File: config.mk
export PLATFORM = sky130hd
export DESIGN_NAME = commit_store_buffer
export DESIGN_NICKNAME = d
export VERILOG_FILES = /design/src/rtl/commit_store_buffer_pkg.sv /design/src/rtl/commit_store_buffer_fwd.sv /design/src/rtl/commit_store_buffer.sv
export SDC_FILE = /design/constraint.sdc
export NUM_CORES = 2
export LEC_CHECK = 0
export ABC_CLOCK_PERIOD_IN_PS = 9700
export CAP_MARGIN = 10
export CORE_MARGIN = 5
export CORE_UTILIZATION = 45
export DETAILED_ROUTE_END_ITERATION = 8
export DONT_BUFFER_PORTS = 1
export GPL_TIMING_DRIVEN = 0
export PLACE_DENSITY = 0.6
export SLEW_MARGIN = 0
export SYNTH_ARGS = -nofsm -noshare
export SYNTH_HDL_FRONTEND = slang
export SYNTH_SLANG_ARGS = --single-unit
export TNS_END_PERCENT = 20
File: constraint.sdc
create_clock -name clk -period 9.7 [get_ports clk]
set_input_delay 1.455 -clock clk [delete_from_list [all_inputs] [get_ports clk]]
set_output_delay 1.455 -clock clk [all_outputs]
set_load 0.05 [all_outputs]
File: src/rtl/commit_store_buffer_pkg.sv
// Shared types and sizing for the commit store buffer and its forwarding matcher.
package commit_store_buffer_pkg;

   localparam int unsigned sb_depth = 8;
   localparam int unsigned ADDR_W   = 20;
   localparam int unsigned DATA_W   = 32;

   typedef logic [ADDR_W-1:0] pptr_t;
   typedef logic [DATA_W-1:0] word_t;

   typedef struct packed {
      pptr_t addr;
      word_t data;
      logic  isbyte;
   } sb_entry_t;

   // Extract byte lane `lane` of a word, zero-extended into [7:0].
   function automatic word_t lane_byte(input word_t w, input logic [1:0] lane);
      word_t r;
      r = '0;
      case (lane)
         2'd0: r[7:0] = w[7:0];
         2'd1: r[7:0] = w[15:8];
         2'd2: r[7:0] = w[23:16];
         default: r[7:0] = w[31:24];
      endcase
      return r;
   endfunction

endpackage

File: src/rtl/commit_store_buffer_fwd.sv
// Youngest-first store-to-load forwarding match over the occupied buffer entries.
module sb_forward_match
   import commit_store_buffer_pkg::*;
#(
   parameter int unsigned DEPTH = sb_depth,
   parameter int unsigned PTR_W = $clog2(DEPTH)
) (
   input  sb_entry_t        entries_i [DEPTH],
   input  logic [PTR_W-1:0] head_i,
   input  logic [PTR_W:0]   count_i,
   input  pptr_t            lookup_addr_i,
   input  logic             lookup_isbyte_i,
   output logic             hit_o,
   output word_t            data_o,
   output logic             conflict_o
);

   logic [PTR_W-1:0] idx;
   sb_entry_t        ent;

   // Walk oldest to youngest so the youngest overlapping entry decides the result.
   always_comb begin
      hit_o      = 1'b0;
      data_o     = '0;
      conflict_o = 1'b0;
      idx        = '0;
      ent        = '0;
      for (int unsigned i = 0; i < DEPTH; i++) begin
         idx = head_i + PTR_W'(i);
         ent = entries_i[idx];
         if (((PTR_W+1)'(i) < count_i) && (ent.addr[ADDR_W-1:2] == lookup_addr_i[ADDR_W-1:2])) begin
            if (ent.isbyte && !lookup_isbyte_i) begin
               hit_o      = 1'b0;
               data_o     = '0;
               conflict_o = 1'b1;
            end else if (!ent.isbyte && !lookup_isbyte_i) begin
               hit_o      = 1'b1;
               data_o     = ent.data;
               conflict_o = 1'b0;
            end else if (!ent.isbyte) begin
               hit_o      = 1'b1;
               data_o     = lane_byte(ent.data, lookup_addr_i[1:0]);
               conflict_o = 1'b0;
            end else if (ent.addr[1:0] == lookup_addr_i[1:0]) begin
               hit_o      = 1'b1;
               data_o     = {24'b0, ent.data[7:0]};
               conflict_o = 1'b0;
            end
         end
      end
   end

endmodule

File: src/rtl/commit_store_buffer.sv
// In-order buffer of committed stores, drained to the d-cache, with load forwarding.
module commit_store_buffer
   import commit_store_buffer_pkg::*;
#(
   parameter int unsigned DEPTH = sb_depth,
   parameter int unsigned PTR_W = $clog2(DEPTH)
) (
   input  logic              clk,
   input  logic              rst,
   input  logic              store_en,
   input  logic              store_isbyte,
   input  logic [ADDR_W-1:0] store_addr,
   input  logic [DATA_W-1:0] store_data,
   output logic              full,
   output logic [PTR_W:0]    count,
   output logic              overflow,
   output logic              drain_valid,
   input  logic              drain_ready,
   output logic              drain_isbyte,
   output logic [ADDR_W-1:0] drain_addr,
   output logic [DATA_W-1:0] drain_data,
   input  logic [ADDR_W-1:0] lookup_addr,
   input  logic              lookup_isbyte,
   output logic              lookup_hit,
   output logic [DATA_W-1:0] lookup_data,
   output logic              lookup_conflict
);

   sb_entry_t        mem_q [DEPTH];
   logic [PTR_W-1:0] head_q, head_d;
   logic [PTR_W-1:0] tail_q, tail_d;
   logic [PTR_W:0]   count_q, count_d;
   logic             overflow_q, overflow_d;
   logic             push, pop;
   sb_entry_t        new_entry;

   assign full         = (count_q == (PTR_W+1)'(DEPTH));
   assign count        = count_q;
   assign overflow     = overflow_q;
   assign drain_valid  = (count_q != '0);
   assign drain_isbyte = mem_q[head_q].isbyte;
   assign drain_addr   = mem_q[head_q].addr;
   assign drain_data   = mem_q[head_q].data;

   assign new_entry = '{addr: store_addr, data: store_data, isbyte: store_isbyte};

   // Handshake decode and next-state for pointers, occupancy and the sticky overflow flag.
   always_comb begin
      pop        = drain_valid && drain_ready;
      push       = store_en && (!full || pop);
      head_d     = pop  ? head_q + PTR_W'(1) : head_q;
      tail_d     = push ? tail_q + PTR_W'(1) : tail_q;
      count_d    = count_q + (PTR_W+1)'(push) - (PTR_W+1)'(pop);
      overflow_d = overflow_q | (store_en && !push);
   end

   // Control state; entry storage is left untouched by reset.
   always_ff @(posedge clk) begin
      if (rst) begin
         head_q     <= '0;
         tail_q     <= '0;
         count_q    <= '0;
         overflow_q <= 1'b0;
      end else begin
         head_q     <= head_d;
         tail_q     <= tail_d;
         count_q    <= count_d;
         overflow_q <= overflow_d;
      end
   end

   // Entry storage write at the tail.
   always_ff @(posedge clk) begin
      if (!rst && push) begin
         mem_q[tail_q] <= new_entry;
      end
   end

   sb_forward_match #(
      .DEPTH (DEPTH),
      .PTR_W (PTR_W)
   ) u_fwd (
      .entries_i       (mem_q),
      .head_i          (head_q),
      .count_i         (count_q),
      .lookup_addr_i   (lookup_addr),
      .lookup_isbyte_i (lookup_isbyte),
      .hit_o           (lookup_hit),
      .data_o          (lookup_data),
      .conflict_o      (lookup_conflict)
   );

endmodule

# ---- Yosys cells after proc, flatten, opt, wreduce, memory -nomap -nowiden
# Cells that the tools add are included.
dict set report op_classes {
  add_sub_neg 10
  order_cmp 18
  eq_ne 19
  mux 152
  bitwise_logic 10
  reduce_logical 44
}
# operator n
set op_table {}
lappend op_table {{binary-select mux 53 bit (select 3 bit)} 8}
lappend op_table {{two-way mux 32 bit} 39}
lappend op_table {{two-way mux 53 bit} 17}
lappend op_table {{bitwise mux 424 bit} 1}
lappend op_table {{case mux 8 bit (3 select lines)} 8}
lappend op_table {{demux 53 bit (select 3 bit)} 1}
lappend op_table {{== test 18 bit} 8}
lappend op_table {{two-way mux 1 bit} 77}
lappend op_table {{>= comparator 4 bit, second input constant} 9}
lappend op_table {{NOT 3 -> 4 bit} 9}
lappend op_table {{logical AND 1 bit} 29}
lappend op_table {{== test 2 bit} 8}
lappend op_table {{< comparator 3 x 4 -> 1 bit, first input constant} 4}
lappend op_table {{adder 3 bit, second input constant} 4}
lappend op_table {{zero test 1 bit} 12}
lappend op_table {{< comparator 1 x 4 -> 1 bit, first input constant} 2}
lappend op_table {{< comparator 2 x 4 -> 1 bit, first input constant} 2}
lappend op_table {{two-way mux 8 bit} 1}
lappend op_table {{adder 3 x 1 -> 3 bit, second input constant} 2}
lappend op_table {{adder 3 x 2 -> 3 bit, second input constant} 2}
lappend op_table {{adder 4 x 1 -> 4 bit} 1}
lappend op_table {{== test 4 bit, second input constant} 1}
lappend op_table {{< comparator 4 x 1 -> 1 bit, second input constant} 1}
lappend op_table {{nonzero test 4 bit} 1}
lappend op_table {{6 further kinds} 6}
dict set report totals {
  register_bits 435
  inputBits 78
  out_inout_bits 94
  wordCells 281
}

# ---- Longest topological paths before layout
dict set report depth {
  depth_word 45
  mapped_depth 31
  ltp_nobuf 13
}

# ---- By module
# Synthesis repeated with hierarchy kept, for this count alone.
dict set report unflattened {
  cells_unflattened 3350
  area_unflattened_um2 41269.6
}
# mod n_inst cells_each area_each_um2 seq_area_each_um2
set by_module_without_submodules {}
lappend by_module_without_submodules {sb_forward_match 1 2645 24639.9 0.0}
lappend by_module_without_submodules {commit_store_buffer 1 705 16629.7 12952.4}

# ---- Worst setup path after synthesis
# OpenSTA, ideal clock, no wires.
dict set report synth_timing {
  path_type {register to output}
  start {reg head_q[1]}
  end {out lookup_data[25]}
  t_arrival_ns 6.440
  t_required_ns 8.245
  slack_ns 1.805
  path_stages_with_launch 28
  n_path_buf 15
  path_cell_list {dfxtp_1 -> buf_2 -> buf_4 -> buf_4 -> buf_4 -> buf_4 -> buf_4 -> buf_2 -> buf_2 -> buf_2 -> inv_1 -> ha_1 -> buf_6 -> buf_6 -> buf_6 -> buf_4 -> buf_4 -> mux4_2 -> xnor2_1 -> nand4_1 -> o21ai_1 -> nand3_1 -> nor4_4 -> nand2_2 -> nor2_1 -> buf_2 -> a221oi_1 -> o31ai_1}
}
dict set report synth_via {
  elab_chain_cells 44
  word_cells_on_any_way 124
  cone_classes {7 x add/sub; 15 x eq/ne; 62 x mux; 8 x bitwise; 32 x reduce/logical}
}
# element line
set synth_rtl {}
lappend synth_rtl {{from (decl)} commit_store_buffer.sv:30} ;# logic [PTR_W-1:0] head_q, head_d;
lappend synth_rtl {{from (signal assigned)} commit_store_buffer.sv:60} ;# head_q <= '0;
lappend synth_rtl {{from (signal assigned)} commit_store_buffer.sv:65} ;# head_q <= head_d;
lappend synth_rtl {{branches (longest 43 deep; another with adder 3 x 1 -> 3 bit)} -}
lappend synth_rtl {{two-way mux 32 bit (*)} commit_store_buffer_fwd.sv:31} ;# if (((PTR_W+1)'(i) < count_i) && (ent.addr[ADDR_W-1:2] == lookup_addr_i[ADDR_W-1:2])) begin
lappend synth_rtl {{to (decl)} commit_store_buffer.sv:25} ;# output logic [DATA_W-1:0] lookup_data,
# Mark *: on every way between the ends. The select of a mux whose other input is x is not followed.

# ---- Worst setup path in the final report
dict set report layout_timing {
  start {reg head_q[0]}
  end {out lookup_data[12]}
}
# The elaborated chain is that of the path after synthesis.

==> run metrics <==
pins over their slew limit 0; Pre-Repair DR Iteration Count 7; largest area contributor in the netlist edfxtp_1; Highest Clock Rate 97.1 MHz; total CTS buffers 50; Startpoint Class flip-flop; RSZ-0062 raised after global routing yes; Largest stage delay, worst path 1.15 ns; FP Rows 105; Slew headroom 0.474%; crit path kind reg -> out; synthesized instance count 3329; hpwl dp 170000 µm; Worst Tran Pin Value 1.49 ns; Vias 35700; largest net degree at the start of global routing 21; total wire length 215000 µm; die area 88800 µm²; Primary FF master, synth edfxtp_1; initial antenna violation count 1; critical path arrival 8.84 ns; wire per inst 47.1 µm; gr ovfl total 0; max_cap viols 1; worst hold path class reg -> reg; DR vias/cell 7.82; nets 3539; clock-pin slew on the worst setup and hold paths 0.06 ns; port buffer count 0; core area 82100 µm²; Synth top area share 34.1%; status finished, violations left; H-tree lvl count 2; drc violations 0; setup ws final -0.596 ns; die extent in y 298 µm; endpoints failing setup 33; CP Max Fanout 10; Seq cells post-synth 435; IO Count 172; PD cells 340 nW/µm²; Post-synth EDFFs 424; clk_skew 0.0257 ns; Final Hold Vio Count 0; share of post-route cells with drive strength above 1 24.2%; failing checks max-capacitance violations, negative setup slack; TritonCTS clock tree built; YS warnings 0; VDD IR max 230 µV; placer congestion estimate 1.12; Fill cells 7244; CTS max path bufs 3; Async SR Flop Fraction 0%; Netlist cell types 89; antenna-violating nets left 0; Initial Util 45.4%; crit share post-route 106%; All-Layer GR Usage 46.6%; Mapped Area 37300 µm²; CP cell instances buf_6 > nor2b_1 > clkbuf_1 > clkbuf_1 > a22oi_1 > a21oi_1 > o211ai_1 > nor4_1 > nand3_1 > nor2_1 > a2111oi_0 > o31ai_2; root buf cell clkbuf_16; syn_area_per_cell 11.2 µm²; most used cell, CP clkbuf_1; Req. time, crit path 8.25 ns; first-pass GRT wire length 285000 µm; top cells by area, synth edfxtp_1 34%, mux4_2 24%, mux2i_1 6.3%; Crit. End Element primary output; Die X 298 µm; Critical-path top delay cell clkbuf_1; synthesized net count 3418; Syn-to-layout area delta 12.5%; WHS 0.593 ns; Final min period 10.30 ns; sequential area share after synthesis 34.7%; worst-skew pair later-pin latency 0.64 ns; DRT iter0 DRCs 7283; cell leakage power 0.0138 µW; number of global-route vias before repair 31400; clock sink total 435; pre-CTS WS -2.17 ns
power breakdown:
| group | internal (µW) | total (µW) | switching (µW) |
|---|---|---|---|
| clock network | 1080 | 1940 | 860 |
| logic | 3170 | 10100 | 6930 |
| registers | 2140 | 2230 | 90.5 |
worst max-delay path: cells and delay by family (launching register included):
family                 cells  cell delay (ns)
AO/OA/AOI/OAI              5             2.26
buffers and inverters      3             2.18
flip-flops                 1             0.35
AND/OR/NAND/NOR            4             3.36
registers in the layout, summed over array words and instances, names as in the netlist:
register	count
count	4
tail_q	3
mem_q	424
overflow	1
head_q	3
stage by stage:
step | setup TNS [ns] | power, µW | instance area, µm² | utilization, % | cells
2_1_floorplan | 0 | 7870 | 37300 | - | 3329
3_3_place_gp | -377.49 | 11400 | 38600 | 47.1 | 4399
3_5_place_dp | -54.17 | 11400 | 39700 | 48.3 | 4463
4_1_cts | 0 | 13500 | 41900 | 51.0 | 4557
5_1_grt | -0.121 | 14300 | 42000 | 51.1 | 4559
6_report | -8.75 | 14300 | 42000 | 51.1 | 4564
per-layer routing:
metal  vias up  routed length (µm)  GRT usage [%]
met4         0                8900           13.8
li1      13400                   -              -
met5         -                   0              0
met1     18100               83300           66.3
met3       471               43400           28.7
met2      3795               79300           58.4
cell families after synthesis:
kind of cell | after synthesis | share of synthesized area, %
AOI/OAI and AO/OA | 637 | 11.6
xor gates and xnor gates | 182 | 4.27
adders and majority gates | 11 | 0.389
buffers and inverters | 323 | 4.53
DFF | 435 | 34.7
muxes | 687 | 32.2
and+or+nand+nor | 1054 | 12.2
timing repair:
item,in CTS,in global routing
endpoints found under the setup margin,34,34
setup buffers,5,0
pin swaps,10,2
hold buffers,0,0
resized for setup,120,16
path summary, 6_finish.rpt:
| path | to | start | slack, ns | cells past startpoint |
|---|---|---|---|---|
| max | lookup_data[12] | head_q[0] | -0.60 | 12 |
| min | tail_q[0] | tail_q[0] | 0.59 | 2 |
| max reg2reg | head_q[1] | head_q[0] | 4.19 | 17 |
| min reg2reg | tail_q[0] | tail_q[0] | 0.59 | 2 |
synth_stat cells, types with 16 or more instances:
| cell | instances |
|---|---|
| mux2_2 | 48 |
| buf_6 | 17 |
| a22o_1 | 16 |
| nand4_1 | 21 |
| buf_2 | 72 |
| a21oi_1 | 123 |
| mux2i_1 | 235 |
| a221oi_1 | 29 |
| a22oi_1 | 53 |
| o22ai_1 | 63 |
| and3_1 | 23 |
| edfxtp_1 | 424 |
| o21ai_0 | 97 |
| inv_1 | 34 |
| buf_4 | 47 |
| o31ai_1 | 22 |
| o211ai_1 | 42 |
| nor3_1 | 58 |
| nand2_1 | 575 |
| a31oi_1 | 33 |
| and2_1 | 26 |
| mux4_2 | 396 |
| nand3_1 | 64 |
| clkbuf_1 | 105 |
| buf_1 | 38 |
| a211oi_1 | 20 |
| xor2_1 | 37 |
| nor2_1 | 212 |
| xnor2_1 | 145 |
final cells by class:
class | count | area [µm²] | area share [%]
multi-input cells | 2571 | 23300 | 55.6
flip-flops and latches | 435 | 13000 | 30.9
plain buffers | 282 | 1640 | 3.92
well taps | 1070 | 1340 | 3.19
clock buffers | 63 | 1320 | 3.14
repair buffers | 72 | 935 | 2.23
inverters | 38 | 146 | 0.349
diodes | 5 | 12.5 | 0.0298
clock inverters | 28 | 300 | 0.715
cells in the final DEF, fill, tap and decap left out, types with 60 or more instances in the layout:
cell,n
nor2_1,201
xnor2_1,136
a21oi_1,118
buf_4,60
edfxtp_1,424
o22ai_1,63
mux4_2,396
mux2i_1,216
o21ai_0,88
nand3_1,63
nand2_1,572
clkbuf_1,109
Power figures use the tool's default switching activity.
